==> config.mk <==
export PLATFORM = sky130hd
export DESIGN_NAME = lsu_access_ctrl_flat
export DESIGN_NICKNAME = d
export VERILOG_FILES = /design/src/rtl/lsu_pkg.sv /design/src/rtl/lsu_access_ctrl_if.sv /design/src/rtl/lsu_bsel_gen.sv /design/src/rtl/lsu_access_ctrl.sv /design/src/flat_wrapper.sv
export SDC_FILE = /design/constraint.sdc
export NUM_CORES = 1
export LEC_CHECK = 0
export BUFFER_PORTS_ARGS = -buffer_cell sky130_fd_sc_hd__buf_2
export CAP_MARGIN = 0
export CORE_AREA = 2 2 215 217
export CTS_CLUSTER_SIZE = 14
export DETAILED_ROUTE_END_ITERATION = 6
export DIE_AREA = 0 0 217 219
export PLACE_DENSITY = 0.41
export SLEW_MARGIN = 15
export SYNTH_ARGS = -nofsm -noshare
export SYNTH_HDL_FRONTEND = slang
export SYNTH_HIERARCHICAL = 1
export SYNTH_SLANG_ARGS = --single-unit
==> constraint.sdc <==
create_clock -name clk -period 2.66 [get_ports clk]
set_input_delay 0.399 -clock clk [delete_from_list [all_inputs] [get_ports clk]]
set_output_delay 0.399 -clock clk [all_outputs]
set_load 0.01 [all_outputs]
==> src/rtl/lsu_pkg.sv <==
// Shared definitions for the load/store access controller.
// Holds the FSM state encoding, the one-hot access-size codes,
// the misalignment check and the byte-mask helper.
package lsu_pkg;

  typedef enum logic [1:0] {
    IDLE  = 2'd0,
    ISSUE = 2'd1,
    RESP  = 2'd2
  } lsu_state_e;

  localparam logic [3:0] SIZE_1B = 4'b0001;
  localparam logic [3:0] SIZE_2B = 4'b0010;
  localparam logic [3:0] SIZE_4B = 4'b0100;
  localparam logic [3:0] SIZE_8B = 4'b1000;

  // An access is misaligned if it crosses its natural boundary.
  // Any size code that is not one-hot is also rejected here.
  function automatic logic is_misaligned(input logic [3:0] size,
                                         input logic [2:0] offset);
    logic mis;
    case (size)
      SIZE_1B: mis = 1'b0;
      SIZE_2B: mis = offset[0];
      SIZE_4B: mis = |offset[1:0];
      SIZE_8B: mis = |offset;
      default: mis = 1'b1;
    endcase
    return mis;
  endfunction

  // Unshifted byte mask for a given access size; illegal sizes give 0.
  function automatic logic [7:0] size_mask(input logic [3:0] size);
    logic [7:0] mask;
    case (size)
      SIZE_1B: mask = 8'h01;
      SIZE_2B: mask = 8'h03;
      SIZE_4B: mask = 8'h0F;
      SIZE_8B: mask = 8'hFF;
      default: mask = 8'h00;
    endcase
    return mask;
  endfunction

endpackage

==> src/rtl/lsu_access_ctrl_if.sv <==
// Bundle of the EX request/response, byte-shifter and BIU signals of
// the access controller. The slave modport is the controller's view,
// the master modport is the view of the surrounding pipeline/bus.
interface lsu_access_ctrl_if;

  logic        req_valid;
  logic        req_ready;
  logic        req_store;
  logic        req_unsign;
  logic [3:0]  req_size;
  logic [63:0] req_addr;
  logic [63:0] req_wdata;

  logic        resp_valid;
  logic [63:0] resp_rdata;
  logic        resp_misalign;
  logic        resp_fault;

  logic        shf_unsign;
  logic [2:0]  shf_addr;
  logic [3:0]  shf_size;
  logic [63:0] shf_data_in;
  logic [63:0] shf_data_write;
  logic [63:0] shf_data_lsu_cache;

  logic        biu_req;
  logic        biu_we;
  logic [63:0] biu_addr;
  logic [7:0]  biu_bsel;
  logic [63:0] biu_wdata;
  logic        biu_ack;
  logic        biu_err;

  modport slave (
    input  req_valid, req_store, req_unsign, req_size, req_addr, req_wdata,
    output req_ready,
    output resp_valid, resp_rdata, resp_misalign, resp_fault,
    output shf_unsign, shf_addr, shf_size, shf_data_in,
    input  shf_data_write, shf_data_lsu_cache,
    output biu_req, biu_we, biu_addr, biu_bsel, biu_wdata,
    input  biu_ack, biu_err
  );

  modport master (
    output req_valid, req_store, req_unsign, req_size, req_addr, req_wdata,
    input  req_ready,
    input  resp_valid, resp_rdata, resp_misalign, resp_fault,
    input  shf_unsign, shf_addr, shf_size, shf_data_in,
    output shf_data_write, shf_data_lsu_cache,
    input  biu_req, biu_we, biu_addr, biu_bsel, biu_wdata,
    output biu_ack, biu_err
  );

endinterface

==> src/rtl/lsu_bsel_gen.sv <==
// Byte-lane select generator: places the size mask on the lanes
// addressed by the low three address bits of a 64-bit bus word.
module lsu_bsel_gen
  import lsu_pkg::*;
(
  input  logic [3:0] size,
  input  logic [2:0] offset,
  output logic [7:0] bsel
);

  assign bsel = size_mask(size) << offset;

endmodule

==> src/rtl/lsu_access_ctrl.sv <==
// Load/store access controller between the EX stage and the BIU.
// Accepts one request at a time, rejects misaligned accesses without
// touching the bus, otherwise issues one bus word access and returns
// a single-cycle response.
// Optional feature: define LSU_TIMEOUT_EN to fault an access whose
// biu_ack does not arrive within TIMEOUT_CYC cycles of ISSUE.
module lsu_access_ctrl
  import lsu_pkg::*;
#(
  parameter int TIMEOUT_CYC = 256
)
(
  input logic          clk,
  input logic          rst_n,
  lsu_access_ctrl_if.slave bus
);

  // A timeout window shorter than two cycles cannot be counted sensibly.
  if (TIMEOUT_CYC < 2) begin : g_bad_timeout
    $error("lsu_access_ctrl: TIMEOUT_CYC must be at least 2");
  end

  lsu_state_e  state;
  logic        req_ready_q;
  logic        store_q;
  logic        unsign_q;
  logic [3:0]  size_q;
  logic [63:0] addr_q;
  logic [63:0] wdata_q;
  logic        biu_req_q;
  logic        resp_valid_q;
  logic [63:0] resp_rdata_q;
  logic        resp_misalign_q;
  logic        resp_fault_q;

  logic        accept;
  logic        req_mis;
  logic        timeout_hit;
  logic [7:0]  bsel;

  assign accept  = bus.req_valid && req_ready_q;
  assign req_mis = is_misaligned(bus.req_size, bus.req_addr[2:0]);

`ifdef LSU_TIMEOUT_EN
  localparam int CNT_W = $clog2(TIMEOUT_CYC + 1);

  logic [CNT_W-1:0] issue_cnt;

  assign timeout_hit = (issue_cnt == CNT_W'(TIMEOUT_CYC - 1));

  // Counts ISSUE cycles of the current access; restarts on every accept.
  always_ff @(posedge clk or negedge rst_n) begin
    if (!rst_n) begin
      issue_cnt <= '0;
    end else if (accept) begin
      issue_cnt <= '0;
    end else if (state == ISSUE && !bus.biu_ack && !timeout_hit) begin
      issue_cnt <= issue_cnt + 1'b1;
    end
  end
`else
  assign timeout_hit = 1'b0;
`endif

  // Access FSM: latches the request, drives the bus request and
  // produces the one-cycle response, all as registered outputs.
  always_ff @(posedge clk or negedge rst_n) begin
    if (!rst_n) begin
      state           <= IDLE;
      req_ready_q     <= 1'b0;
      store_q         <= 1'b0;
      unsign_q        <= 1'b0;
      size_q          <= '0;
      addr_q          <= '0;
      wdata_q         <= '0;
      biu_req_q       <= 1'b0;
      resp_valid_q    <= 1'b0;
      resp_rdata_q    <= '0;
      resp_misalign_q <= 1'b0;
      resp_fault_q    <= 1'b0;
    end else begin
      case (state)
        IDLE: begin
          if (accept) begin
            req_ready_q <= 1'b0;
            store_q     <= bus.req_store;
            unsign_q    <= bus.req_unsign;
            size_q      <= bus.req_size;
            addr_q      <= bus.req_addr;
            wdata_q     <= bus.req_wdata;
            if (req_mis) begin
              state           <= RESP;
              resp_valid_q    <= 1'b1;
              resp_misalign_q <= 1'b1;
              resp_fault_q    <= 1'b0;
              resp_rdata_q    <= '0;
            end else begin
              state     <= ISSUE;
              biu_req_q <= 1'b1;
            end
          end else begin
            req_ready_q <= 1'b1;
          end
        end

        ISSUE: begin
          if (bus.biu_ack) begin
            state           <= RESP;
            biu_req_q       <= 1'b0;
            resp_valid_q    <= 1'b1;
            resp_misalign_q <= 1'b0;
            resp_fault_q    <= bus.biu_err;
            resp_rdata_q    <= store_q ? 64'd0 : bus.shf_data_lsu_cache;
          end else if (timeout_hit) begin
            state           <= RESP;
            biu_req_q       <= 1'b0;
            resp_valid_q    <= 1'b1;
            resp_misalign_q <= 1'b0;
            resp_fault_q    <= 1'b1;
            resp_rdata_q    <= '0;
          end
        end

        RESP: begin
          state           <= IDLE;
          req_ready_q     <= 1'b1;
          resp_valid_q    <= 1'b0;
          resp_misalign_q <= 1'b0;
          resp_fault_q    <= 1'b0;
          resp_rdata_q    <= '0;
        end

        default: begin
          state       <= IDLE;
          req_ready_q <= 1'b0;
          biu_req_q   <= 1'b0;
        end
      endcase
    end
  end

  lsu_bsel_gen u_bsel_gen (
    .size   (size_q),
    .offset (addr_q[2:0]),
    .bsel   (bsel)
  );

  assign bus.req_ready     = req_ready_q;
  assign bus.resp_valid    = resp_valid_q;
  assign bus.resp_rdata    = resp_rdata_q;
  assign bus.resp_misalign = resp_misalign_q;
  assign bus.resp_fault    = resp_fault_q;

  assign bus.shf_unsign    = unsign_q;
  assign bus.shf_addr      = addr_q[2:0];
  assign bus.shf_size      = size_q;
  assign bus.shf_data_in   = wdata_q;

  assign bus.biu_req       = biu_req_q;
  assign bus.biu_we        = (state == ISSUE) && store_q;
  assign bus.biu_addr      = (state == ISSUE) ? {addr_q[63:3], 3'b000} : 64'd0;
  assign bus.biu_bsel      = (state == ISSUE) ? bsel : 8'h00;
  assign bus.biu_wdata     = (state == ISSUE) ? bus.shf_data_write : 64'd0;

endmodule

==> src/flat_wrapper.sv <==
// flat-port wrapper written by rule: the top's interface ports become plain ports
module lsu_access_ctrl_flat import lsu_pkg::*;
#(
  parameter int TIMEOUT_CYC = 256
)
  (clk, rst_n, bus_req_valid, bus_req_store, bus_req_unsign, bus_req_size, bus_req_addr, bus_req_wdata, bus_req_ready, bus_resp_valid, bus_resp_rdata, bus_resp_misalign, bus_resp_fault, bus_shf_unsign, bus_shf_addr, bus_shf_size, bus_shf_data_in, bus_shf_data_write, bus_shf_data_lsu_cache, bus_biu_req, bus_biu_we, bus_biu_addr, bus_biu_bsel, bus_biu_wdata, bus_biu_ack, bus_biu_err);
  lsu_access_ctrl_if bus_i ();
  input logic clk;
  input logic rst_n;
  input wire logic [$bits(bus_i.req_valid)-1:0] bus_req_valid;
  input wire logic [$bits(bus_i.req_store)-1:0] bus_req_store;
  input wire logic [$bits(bus_i.req_unsign)-1:0] bus_req_unsign;
  input wire logic [$bits(bus_i.req_size)-1:0] bus_req_size;
  input wire logic [$bits(bus_i.req_addr)-1:0] bus_req_addr;
  input wire logic [$bits(bus_i.req_wdata)-1:0] bus_req_wdata;
  output wire logic [$bits(bus_i.req_ready)-1:0] bus_req_ready;
  output wire logic [$bits(bus_i.resp_valid)-1:0] bus_resp_valid;
  output wire logic [$bits(bus_i.resp_rdata)-1:0] bus_resp_rdata;
  output wire logic [$bits(bus_i.resp_misalign)-1:0] bus_resp_misalign;
  output wire logic [$bits(bus_i.resp_fault)-1:0] bus_resp_fault;
  output wire logic [$bits(bus_i.shf_unsign)-1:0] bus_shf_unsign;
  output wire logic [$bits(bus_i.shf_addr)-1:0] bus_shf_addr;
  output wire logic [$bits(bus_i.shf_size)-1:0] bus_shf_size;
  output wire logic [$bits(bus_i.shf_data_in)-1:0] bus_shf_data_in;
  input wire logic [$bits(bus_i.shf_data_write)-1:0] bus_shf_data_write;
  input wire logic [$bits(bus_i.shf_data_lsu_cache)-1:0] bus_shf_data_lsu_cache;
  output wire logic [$bits(bus_i.biu_req)-1:0] bus_biu_req;
  output wire logic [$bits(bus_i.biu_we)-1:0] bus_biu_we;
  output wire logic [$bits(bus_i.biu_addr)-1:0] bus_biu_addr;
  output wire logic [$bits(bus_i.biu_bsel)-1:0] bus_biu_bsel;
  output wire logic [$bits(bus_i.biu_wdata)-1:0] bus_biu_wdata;
  input wire logic [$bits(bus_i.biu_ack)-1:0] bus_biu_ack;
  input wire logic [$bits(bus_i.biu_err)-1:0] bus_biu_err;
  assign bus_i.req_valid = bus_req_valid;
  assign bus_i.req_store = bus_req_store;
  assign bus_i.req_unsign = bus_req_unsign;
  assign bus_i.req_size = bus_req_size;
  assign bus_i.req_addr = bus_req_addr;
  assign bus_i.req_wdata = bus_req_wdata;
  assign bus_req_ready = bus_i.req_ready;
  assign bus_resp_valid = bus_i.resp_valid;
  assign bus_resp_rdata = bus_i.resp_rdata;
  assign bus_resp_misalign = bus_i.resp_misalign;
  assign bus_resp_fault = bus_i.resp_fault;
  assign bus_shf_unsign = bus_i.shf_unsign;
  assign bus_shf_addr = bus_i.shf_addr;
  assign bus_shf_size = bus_i.shf_size;
  assign bus_shf_data_in = bus_i.shf_data_in;
  assign bus_i.shf_data_write = bus_shf_data_write;
  assign bus_i.shf_data_lsu_cache = bus_shf_data_lsu_cache;
  assign bus_biu_req = bus_i.biu_req;
  assign bus_biu_we = bus_i.biu_we;
  assign bus_biu_addr = bus_i.biu_addr;
  assign bus_biu_bsel = bus_i.biu_bsel;
  assign bus_biu_wdata = bus_i.biu_wdata;
  assign bus_i.biu_ack = bus_biu_ack;
  assign bus_i.biu_err = bus_biu_err;
  lsu_access_ctrl #(.TIMEOUT_CYC(TIMEOUT_CYC)) u_core (.clk(clk), .rst_n(rst_n), .bus(bus_i));
endmodule
==> impl_results.md, run 1 <==
* Top-Level Pins at 545
* DRT Pass-1 Iters at 4
* Share of the cycle needed by the critical path after routing at between 90% and 100%
* Unique masters post-synth at 49
* Die Span X at approximately 220 um
* Peak supply drop at between 0.4 and 0.5 mV
* Total of fill cells in the finished design at about 4.7k
* Average instance area after synthesis at 13.2 um^2
* Number of antenna violations at the first check in global routing at 4
* Post-route minimum period at 2620 ps
* Effective utilization at floorplan at 20.2%
* M1 GR Usage at approximately 13%
* Global route total overflow at 0
* Initial drt markers at 248
* Total routing usage reported by global routing at 12.2%
* Endpoint arrival time on the critical path at 2220 ps
* Synthesized netlist cell count at roughly 690
* Startpoint class of the critical path: flop
* Clock H-tree levels at 1
* Slew @ Worst Pin at 825 ps
* Standby leakage power at 0.00706 uW
* #FFs+latches synth at 205
* DRT antenna net count at 0
* Worst-skew pair later-pin latency at 530 ps
* Via density per instance at just over 4
* Setup repair after global routing missed its margin: true
* Count of clock tree sinks at ~200
* Count of endpoints failing setup in the final report at 0
* Vias in the first global route at 7687
* Peak clock frequency supported by timing at approximately 0.38 GHz
* Max-slew headroom at about 45%
* Most common cell after layout, fill and taps aside: sky130_fd_sc_hd__buf_2
* Largest clock skew in the final design at approximately 6.7 ps
* Run status: completed
* Met3 routing resource usage after global routing at 3.70%
* Routed wire per std cell at 16.6 um
* TritonCTS clock tree: yes
* Synth top area share at 56.4%
* Largest net degree at the start of global routing at around 140
* Leading cell types by total area after synthesis: sky130_fd_sc_hd__dfrtp_1 (56%), sky130_fd_sc_hd__mux2_2 (17%), sky130_fd_sc_hd__and2_1 (9.2%)
* Global-route met2 utilization at roughly 22%
* Largest fanout on the critical path at 11
* Placeable core region at 45100 um^2
* Post-DP HPWL at 22400 um
* Total clock buffers created by CTS at 26
* Clock tree root driver cell: sky130_fd_sc_hd__clkbuf_16
* Floorplan die height at 219 um
* Critical path start-end classification: reg -> out
* Final Util at 29.8%
* Worst-path cell chain: xor2_2 > a221oi_2 > nor3b_1 > o31a_1 > and2_1 > buf_2
* Largest stage delay on the critical path at 500 ps
* Worst min-delay path category: in -> reg
* Ys Warns at 6
* Synthesis-to-finish area growth at 47.9%
* Final weighted congestion in routability-driven placement at about 0.75
* Total DRC errors in the routed layout at 0
* Seq/Total Area, Yosys at 56.4%
* Capturing element type of the critical path: output pin
* Buffers from clock root to sink, at most at 3
* Slowest library cell on the worst path: sky130_fd_sc_hd__dfrtp_2
* Die footprint at 47500 um^2
* Row count at 78
* Data required time of the critical path at 2260 ps
* # nets final at 1501
* Most Crowded Layer GR: met2
* Highest-count cells in the layout ignoring fill and taps: sky130_fd_sc_hd__buf_2 (540), sky130_fd_sc_hd__dfrtp_1 (199), sky130_fd_sc_hd__mux2_2 (135)
* Drt total wl at 30700 um
* Clk pin slew, worst setup/hold paths at roughly 60 ps
* Layout cell share with drive strength beyond 1 at between 60% and 70%
* Number of vias after detailed routing at between 7k and 8k
* Number of endpoints with negative hold slack in the final report at 0
* Setup Total Neg Slack at 0 ps
* Global-route wire length before repair at 45500 um
* Number of input and output port buffers inserted at 541
* Total count of max-transition violations in the final report at 0
* Maximum Capacitance Violations at 0
* Cell area power density at about 1000 nW/um^2
* Yosys top cell by area: sky130_fd_sc_hd__dfrtp_1
* Netlist area before placement at 9090 um^2
==> kinds of logic after synthesis <==
| kind of cell | share of synthesized area (%) |
|---|---|
| compound gates | 10.3 |
| xor+xnor | 0.372 |
| fa+ha+maj | 0.413 |
| buf+inv | 3.66 |
| flops | 56.4 |
| mux | 16.7 |
| other cells | 0.0412 |
| simple gates | 12.1 |
==> synthesized netlist by cell type (all sizes together) <==
library cell,instances
o21ai,5
nor2b,5
nor4b,2
xor2,3
a21o,2
clkbuf,34
nand3,7
o211ai,1
nor4,4
o22ai,1
ha,3
a21boi,1
nand4b,1
a21oi,9
a31oi,3
a31o,1
a211o,2
mux2,135
nand2,10
nor4bb,1
nand2b,2
inv,5
a22o,65
dfrtp,205
conb,1
nor3b,1
and3b,1
nor2,4
nand3b,4
buf,22
o211a,2
o31ai,2
a211oi,4
a2111oi,1
a221oi,1
nor3,2
o31a,1
and2,134
==> per-layer routing <==
| metal | vias up | part of all wire (%) |
|---|---|---|
| met5 | - | 0.088 |
| met4 | 4 | 2.3 |
| met3 | 42 | 9.4 |
| met2 | 337 | 52 |
| met1 | 3595 | 36 |
| li1 | 3482 | - |
==> final cells by class <==
class | instances | area [um^2] | area share, %
sequential | 205 | 5140 | 38.2
multi-input combinational | 423 | 3680 | 27.4
timing repair buffer | 570 | 3030 | 22.5
clock buffer | 41 | 778 | 5.79
tap | 600 | 751 | 5.58
clock inverter | 5 | 52.6 | 0.391
inverter | 5 | 18.8 | 0.140
antenna | 1 | 2.50 | 0.0186
==> report_power, final <==
part | switching [uW] | leakage (uW) | internal (uW)
combinational | 2600 | 0.00410 | 2640
clock | 1350 | 0.000405 | 2090
sequential | 741 | 0.00256 | 4320
==> sequential cells by signal (all words and copies together) (netlist names) <==
| signal | cells |
|---|---|
| u_core/addr_q | 64 |
| u_core/bus.resp_rdata | 64 |
| u_core/bus.shf_data_in | 64 |
| u_core/bus.shf_size | 4 |
| u_core/state | 2 |
| u_core/bus.biu_req | 1 |
| u_core/bus.req_ready | 1 |
| u_core/bus.resp_fault | 1 |
| u_core/bus.resp_misalign | 1 |
| u_core/bus.resp_valid | 1 |
| u_core/bus.shf_unsign | 1 |
| u_core/store_q | 1 |
==> critical path, delay by kind of cell (launching register included) <==
| kind | cells | cell delay (ps) |
|---|---|---|
| compound gates | 2 | 620 |
| flops | 1 | 500 |
| buf+inv | 1 | 140 |
| xor+xnor | 1 | 180 |
| simple gates | 2 | 250 |
==> path summary, 6_finish.rpt <==
check / end / from / slack, ps / cells past startpoint
max in group asynchronous: u_core/bus.shf_data_in[16] / rst_n / 1490 / 3
worst max register to register: u_core/bus.resp_rdata[19] / u_core/state[1] / 360 / 7
worst min-delay path: u_core/bus.resp_rdata[49] / bus_shf_data_lsu_cache[49] / 90 / 2
worst min register to register: u_core/bus.resp_rdata[50] / u_core/bus.resp_rdata[50] / 490 / 1
min in group asynchronous: u_core/bus.resp_rdata[4] / rst_n / 460 / 2
worst max-delay path: bus_biu_bsel[4] / u_core/bus.shf_size[1] / 40 / 6
==> repair_timing <==
item                       4_1_cts  5_1_grt
pin swaps                        1        1
hold endpoints to repair        63        0
buffers inserted                 1       10
gates resized for setup          6        5
setup endpoints to repair        7        4
hold buffers                     1        0
==> stage by stage <==
stage | hold WS (ps) | instances | setup WS, ps | area, um^2 | total power [uW]
floorplan | 103 | 689 | 531 | 9100 | 8230
global placement | 480 | 1791 | 413 | 12500 | 10200
detailed placement | 481 | 1791 | 373 | 12500 | 10300
CTS | 48.2 | 1839 | -3.77 | 13400 | 13900
global route | 58.4 | 1850 | -56.1 | 13400 | 14700
finish | 89.8 | 1850 | 43.3 | 13400 | 13700
Power figures use the tool's default switching activity.
==> inputs of run 2 (changes only) <==
Settings changed: HOLD_SLACK_MARGIN set to 0.12.
Clock period 2.66 ns to 2.6 ns, I/O delays scaled along.
==> impl_results.md, run 2 (synthesis results as in run 1) <==
* Run status: completed
* Post-DP HPWL at about 22000 um
* Most used cell along the critical path: sky130_fd_sc_hd__o31ai_1
* # nets final at 1693
* Number of endpoints with negative hold slack in the final report at 0
* Buffers from clock root to sink, at most at 3
* Worst min-delay path category: in -> reg
* Capturing element type of the critical path: output pin
* Global route total overflow at 0
* Placed Instance Area at 12500 um^2
* Vias in the first global route at 8766
* Maximum Capacitance Violations at 0
* Floorplan die height at 219 um
* Number of input and output port buffers inserted at about 540
* Count of endpoints failing setup in the final report at 0
* Area of the multi-input gates at 3700 um^2
* Via density per instance at 4.03
* Initial drt markers at approximately 300
* Die footprint at 47500 um^2
* Drt total wl at 32100 um
* Total routing usage reported by global routing at 12.8%
* DRT Pass-1 Iters at 4
* Largest net degree at the start of global routing at between 100 and 150
* Endpoint arrival time on the critical path at 2170 ps
* Max-slew headroom at 46.4%
* Total of fill cells in the finished design at approximately 4.6k
* Standby leakage power at 0.00793 uW
* Setup repair after global routing missed its margin: true
* Post-route minimum period at approximately 2600 ps
* Synthesis-to-finish area growth at 70.5%
* Effective utilization at floorplan at 20.2%
* Peak supply drop at 0.587 mV
* Clock H-tree levels at 1
* Worst-path cell chain: buf_4 > and3b_1 > o31ai_1 > o31ai_1 > o31a_1 > and2_1 > buf_2
* Clock tree root driver cell: sky130_fd_sc_hd__clkbuf_16
* Total count of max-transition violations in the final report at 0
* Die Span X at 217 um
* Slew @ Worst Pin at 805 ps
* Cell area power density at ~950 nW/um^2
* Critical path start-end classification: reg -> out
* Most common cell after layout, fill and taps aside: sky130_fd_sc_hd__buf_2
* Largest stage delay on the critical path at 450 ps
* Layout cell share with drive strength beyond 1 at 57.5%
* Global-route wire length before repair at just under 50000 um
* Buffers plus inverters on the worst setup path at 2
* Sequential cell area in the final layout at 5140 um^2
* Fin area at about 16000 um^2
* Worst-skew pair later-pin latency at 540 ps
* Row count at just under 80
* Startpoint class of the critical path: flop
* Largest clock skew in the final design at 9.07 ps
* CP delay by family, top: compound AO/OA/AOI/OAI gates
* Worst hold margin at 161 ps
* Clk pin slew, worst setup/hold paths at 60 ps
* Count of clock tree sinks at roughly 200
* Ant diodes at 0
* Final weighted congestion in routability-driven placement at 0.760
* TritonCTS clock tree: yes
* Routed wire per std cell at between 15 and 20 um
* Placeable core region at 45100 um^2
* Largest fanout on the critical path at 5
* Number of antenna violations at the first check in global routing at 1
* Peak clock frequency supported by timing at 0.391 GHz
* DRT antenna net count at 0
* Data required time of the critical path at around 2200 ps
* Top-Level Pins at between 500 and 600
* Share of the cycle needed by the critical path after routing at 98.5%
* Total DRC errors in the routed layout at 0
* Total clock buffers created by CTS at 26
* Highest-count cells in the layout ignoring fill and taps: sky130_fd_sc_hd__buf_2 (540), sky130_fd_sc_hd__dfrtp_1 (199), sky130_fd_sc_hd__dlygate4sd3_1 (195)
* Number of vias after detailed routing at around 8.2k
* Slowest library cell on the worst path: sky130_fd_sc_hd__dfrtp_2
[run 2: cell count changes in the layout (fill, tap and decap cells not counted), moves of 2 or more]
| cell | previous run | this run |
|---|---|---|
| sky130_fd_sc_hd__buf_4 | 20 | 16 |
| sky130_fd_sc_hd__buf_6 | 1 | 3 |
| sky130_fd_sc_hd__bufinv_16 | 1 | 3 |
| sky130_fd_sc_hd__clkbuf_1 | 9 | 2 |
| sky130_fd_sc_hd__clkbuf_8 | 6 | 11 |
| sky130_fd_sc_hd__dlygate4sd3_1 | 1 | 195 |
[run 2: stage by stage]
step	std cells	power [uW]	util [%]	TNS, ps	worst slack (ps)
floorplan	689	8420	-	0	471
global placement	1787	10500	27.6	0	362
detailed placement	1787	10500	27.6	0	322
CTS	2036	14900	34.2	0	6.18
global route	2043	15800	34.4	-93.7	-58.0
finish	2043	14800	34.4	0	39.9
[run 2: final cells by class]
type                            instances  share of cell area (%)
Multi-Input combinational cell        423                    23.8
Sequential cell                       205                    33.1
Timing Repair Buffer                  762                    31.9
Tap cell                              600                    4.84
Inverter                                5                   0.121
Clock buffer                           39                    5.29
Clock inverter                          9                   0.831
[run 2: path summary, 6_finish.rpt]
check,from,end,slack [ps],cells past startpoint
min,bus_req_size[0],u_core/bus.shf_size[0],160,2
max reg2reg,u_core/state[0],u_core/bus.resp_rdata[36],250,7
max,u_core/bus.shf_size[1],bus_biu_bsel[4],40,7
min reg2reg,u_core/addr_q[58],u_core/addr_q[58],490,1
max in group asynchronous,rst_n,u_core/addr_q[22],1510,3
min in group asynchronous,rst_n,u_core/bus.resp_rdata[5],370,2
[run 2: report_power, final]
part	total, uW	internal, uW	switching (uW)
Sequential	5180	4420	762
Clock	3910	2470	1440
Combinational	5700	2930	2770
Total	14800	9820	4960
[run 2: what timing repair did]
action                                 CTS  global route
pin swaps                                1             3
resized for setup                        6             9
setup buffers                            6             7
hold buffers                           195             0
setup endpoints to repair                7            39
endpoints found under the hold margin  232             0
[run 2: layer usage]
layer  up-vias  GRT usage [%]  wire, um
met5         -              0         0
met4         0           4.36       910
met3        45           3.01      2570
met2       354           24.2     16800
met1      3964           13.9     11800
li1       3866              -         -
[run 2: worst reg2reg max path, stage by stage, from the launching register on]
cell                        delay [ps]
sky130_fd_sc_hd__dfrtp_1           400
sky130_fd_sc_hd__inv_1             110
sky130_fd_sc_hd__ha_1              340
sky130_fd_sc_hd__inv_1             130
sky130_fd_sc_hd__a21boi_0          540
sky130_fd_sc_hd__a2111oi_4         130
sky130_fd_sc_hd__buf_12            240
sky130_fd_sc_hd__a22o_2            350
